### src/rtl/lfsr_digit_gen.sv
// Random decimal digit generator: a 16-bit Fibonacci LFSR is stepped on each tick request
// until its low nibble is a valid digit, with a bounded retry count and a forced fold-down.
module lfsr_digit_gen #(
  parameter logic [15:0] SEED_DEFAULT = 16'hACE1,
  parameter int unsigned MAX_RETRY    = 8
) (
  input  logic        clk,
  input  logic        rst_n,
  input  logic        tick,
  input  logic        en,
  input  logic        seed_load,
  input  logic [15:0] seed,
  output logic [3:0]  rnd_digit,
  output logic        rnd_valid,
  output logic        busy,
  output logic        overrun,
  output logic [15:0] lfsr
);

  localparam int unsigned RetryW = $clog2(MAX_RETRY + 1);
  localparam logic [RetryW-1:0] RetryMax = RetryW'(MAX_RETRY);

  typedef enum logic [0:0] {StIdle, StStep} state_e;

  state_e            state_q, state_d;
  logic [15:0]       lfsr_q, lfsr_d;
  logic [RetryW-1:0] retry_q, retry_d;
  logic [3:0]        digit_q, digit_d;
  logic              valid_q, valid_d;
  logic              overrun_q, overrun_d;
  logic              tick_q;
  logic              req;

  function automatic logic [15:0] lfsr_step(input logic [15:0] v);
    return {v[14:0], v[15] ^ v[13] ^ v[12] ^ v[10]};
  endfunction

  // tick_q resets to 0, so a tick already high at reset release counts as an edge.
  assign req = tick & ~tick_q & en;

  always_comb begin
    state_d   = state_q;
    lfsr_d    = lfsr_q;
    retry_d   = retry_q;
    digit_d   = digit_q;
    valid_d   = 1'b0;
    overrun_d = overrun_q;

    if (seed_load) begin
      // An all-zero seed would lock the LFSR, so fall back to the default.
      lfsr_d    = (seed == 16'h0000) ? SEED_DEFAULT : seed;
      state_d   = StIdle;
      retry_d   = '0;
      overrun_d = 1'b0;
    end else begin
      unique case (state_q)
        StIdle: begin
          if (req) begin
            lfsr_d  = lfsr_step(lfsr_q);
            retry_d = RetryW'(1);
            state_d = StStep;
          end
        end
        StStep: begin
          if (req) begin
            overrun_d = 1'b1;
          end
          if (lfsr_q[3:0] < 4'd10) begin
            digit_d = lfsr_q[3:0];
            valid_d = 1'b1;
            state_d = StIdle;
          end else if (retry_q < RetryMax) begin
            lfsr_d  = lfsr_step(lfsr_q);
            retry_d = retry_q + RetryW'(1);
          end else begin
            digit_d = lfsr_q[3:0] - 4'd10;
            valid_d = 1'b1;
            state_d = StIdle;
          end
        end
      endcase
    end
  end

  always_ff @(posedge clk or negedge rst_n) begin
    if (!rst_n) begin
      state_q   <= StIdle;
      lfsr_q    <= SEED_DEFAULT;
      retry_q   <= '0;
      digit_q   <= 4'd0;
      valid_q   <= 1'b0;
      overrun_q <= 1'b0;
      tick_q    <= 1'b0;
    end else begin
      state_q   <= state_d;
      lfsr_q    <= lfsr_d;
      retry_q   <= retry_d;
      digit_q   <= digit_d;
      valid_q   <= valid_d;
      overrun_q <= overrun_d;
      tick_q    <= tick;
    end
  end

  assign rnd_digit = digit_q;
  assign rnd_valid = valid_q;
  assign busy      = (state_q == StStep);
  assign overrun   = overrun_q;
  assign lfsr      = lfsr_q;

endmodule
### config.mk
export PLATFORM = sky130hd
export DESIGN_NAME = lfsr_digit_gen
export DESIGN_NICKNAME = d
export VERILOG_FILES = /design/src/rtl/lfsr_digit_gen.sv
export SDC_FILE = /design/constraint.sdc
export NUM_CORES = 1
export LEC_CHECK = 0
export CAP_MARGIN = 20
export CORE_ASPECT_RATIO = 1.5
export CORE_MARGIN = 2
export CORE_UTILIZATION = 30
export DETAILED_ROUTE_END_ITERATION = 6
export MAX_ROUTING_LAYER = met4
export SYNTH_ARGS = -nofsm -noshare
export SYNTH_HDL_FRONTEND = slang
export SYNTH_SLANG_ARGS = --single-unit
### constraint.sdc
create_clock -name clk -period 2.25 [get_ports clk]
set_input_delay 0.45 -clock clk [delete_from_list [all_inputs] [get_ports clk]]
set_output_delay 0.45 -clock clk [all_outputs]
set_load 0.02 [all_outputs]
==> flow_metrics.tcl <==
set metrics [dict create \
    post_cts_buffers 0 \
    hold_depth 2 \
    cts_resized 0 \
    slew_violations 0 \
    syn2layout_area_growth_pct 44.4 \
    drtPass1Iterations 4 \
    rr_worst_depth 5 \
    die_w_um 59.4 \
    num_rows 30 \
    wl_per_cell_um 14.9 \
    diodes 0 \
    syn_inst 132 \
    grt_antenna_before_repair 0 \
    clk_pin_slew_ns 0.09 \
    antenna_left 0 \
    r2r_slack_ns 0.54 \
    nets 205 \
    fill_cells 453 \
    wirelength_um 3410 \
    crit_type "primary input to register" \
    core-area_um2 4470 \
    synth-main-ff-cell "dfrtp_1" \
    max_freq_mhz 492 \
    cts_tree "yes" \
    vdd_ir_drop_max_mv 0.316 \
    clk_latency_ns 0.27 \
    crit_fanout 4 \
    vias 1177 \
    grt-ovfl-total 0 \
    setup-tns-final_ns 0 \
    drc 0 \
    initial_core_util_pct 30.9 \
    p_leak_nw 0.860 \
    arrival_ns 2.23 \
    grt_pass1_wl_um 5800 \
    period_share_pct 90.3 \
    synthesis.nets 155 \
    synth_top_area_share_pct 36.2 \
    yosysMostFrequentCell "dfrtp_1" \
    synth-async-reset-ratio_pct 100 \
    hold_buffers 0 \
    hold_viol 0 \
    htreeDepth 1 \
    synth_top_family_by_area "compound AO/OA/AOI/OAI gates" \
    netlist_top_cells_count "dfrtp_1 (20), nand2_1 (13), nor2_1 (13)" \
    synth_mux_area_share_pct 8.15 \
    min_period_ns 2.03 \
    cap_violations 0 \
    grt_pass1_vias 1231 \
    synth_area_leaders "dfrtp_1 (36%), dfstp_2 (15%), mux2i_1 (6.5%), a21oi_1 (3.6%), nand2_1 (3.5%)" \
    hold_ws_ns 0.485 \
    synthXorXnorAreaFrac_pct 1.90 \
    die_h_um 87.1 \
    multi_input_area_um2 631 \
    clockRootBuffer "clkbuf_8" \
    yosys_warnings 0 \
    fp.dieArea_um2 5170 \
    slew_headroom_pct 72.2 \
    yosys.area_share.simple_pct 13.9 \
    ys_seq_area_share_pct 51.4 \
    netlist_area_um2 1380 \
    ios 44 \
    worstSetupStartpointType "primary input" \
    clk_path_buf_depth 2 \
    port_buffers 43 \
    grt_max_degree 29 \
    endpoint_kind "register" \
    required_ns 2.45 \
    fin_skew_ns 0.00299 \
    synth.avg_cell_area_um2 10.5 \
    setup_viol_count_final 0 \
    status "completed" \
    clock-sinks 28 \
    rsz0062_at_grt "false" \
    p_per_area_nw_per_um2 749 \
    grt_use_total_pct 15.0 \
    drt-initial-drc-count 35 \
    cts_buffers 3 \
    max_slew.worst_pin.slew_ns 0.416 \
    postSynthRegisterBits 28 \
    finalWeightedCongestion 0.834 \
    hpwl_um 2650 \
    synth_cell_types 34 \
    regArea_um2 711 \
    yosys.area.top_type "dfrtp_1" \
    synth_compound_area_share_pct 19.9 \
    synth_fa_ha_area_share_pct 1.81 \
    synth-edff-count 0 \
    hp-class "register to register" \
    routed_via_density 5.14 \
    drive_above_1_share_pct 17.1 \
]
-- layout by cell type, fill, tap and decap left out, types with 2 or more instances in the layout --
cell	n
a21o_1	3
a21oi_1	10
buf_4	8
clkbuf_8	3
clkdlybuf4s50_1	43
dfrtp_1	20
dfstp_2	8
ha_1	2
inv_1	3
mux2_2	2
mux2i_1	9
nand2_1	13
nor2_1	13
o21ai_0	6
o21ai_1	7
o22ai_1	7
or4_1	2
or4_4	2
xnor2_1	2
-- final cells by class --
cell class	count	area share [%]
Multi-Input combinational cell	94	31.6
Timing Repair Buffer	52	25.6
Clock inverter	1	1.51
Tap cell	48	3.01
Inverter	3	0.565
Sequential cell	28	35.6
Clock buffer	3	2.07
-- per-layer routing --
metal  GRT usage (%)  vias up  part of all wire, %
li1                -      578                    -
met1            17.9      555                   42
met2            24.5       38                   51
met3            2.82        6                  5.6
met4            6.20        0                  1.9
met5               -        -                    0
-- logic make-up (layout without fill, tap and decap cells) --
kind of cell / count (synthesis) / in the layout
AO/OA/AOI/OAI: 40 / 40
AND/OR/NAND/NOR: 38 / 38
flip-flops: 28 / 28
multiplexers: 11 / 11
buffers and inverters: 10 / 59
XOR/XNOR: 3 / 3
adder cells (fa/ha/maj): 2 / 2
-- registers in the layout, indices dropped and copies added, names as in the netlist --
register / flops
rnd_digit: 4
lfsr: 16
busy: 1
overrun: 1
rnd_valid: 1
tick_q: 1
retry_q: 4
-- path summary, 6_finish.rpt --
| path | to | startpoint |
|---|---|---|
| max reg2reg | retry_q[1]$_DFFE_PN0P_ | lfsr[2]$_DFFE_PN0P_ |
| min in group asynchronous | tick_q$_DFF_PN0_ | rst_n |
| min reg2reg | lfsr[11]$_DFFE_PN1P_ | lfsr[11]$_DFFE_PN1P_ |
| min | lfsr[11]$_DFFE_PN1P_ | lfsr[11]$_DFFE_PN1P_ |
| max | lfsr[15]$_DFFE_PN1P_ | seed[8] |
| max in group asynchronous | lfsr[15]$_DFFE_PN1P_ | rst_n |
-- metrics by stage --
step	std cells	util (%)	power (mW)	worst slack, ns	cell area, um^2
2_1_floorplan	132	-	0.880	0.437	1380
4_1_cts	229	44.6	1.51	0.212	1990
6_report	229	44.6	1.49	0.219	1990
3_5_place_dp	225	43.1	1.12	-0.0752	1920
3_3_place_gp	225	43.1	1.11	-0.0292	1920
5_1_grt	229	44.6	1.57	0.137	1990
-- worst max-delay path: stages --
cell and delay [ns]:
clkdlybuf4s50_1 0.44, or4_4 0.56, o41ai_4 0.38, buf_4 0.18, o22ai_1 0.07, o21ai_1 0.15
-- power breakdown --
| part | internal, mW | switching [mW] | leakage, nW |
|---|---|---|---|
| clock network | 0.238 | 0.154 | 0.0357 |
| registers | 0.588 | 0.0649 | 0.335 |
| logic | 0.234 | 0.215 | 0.489 |
Power figures use the tool's default switching activity.
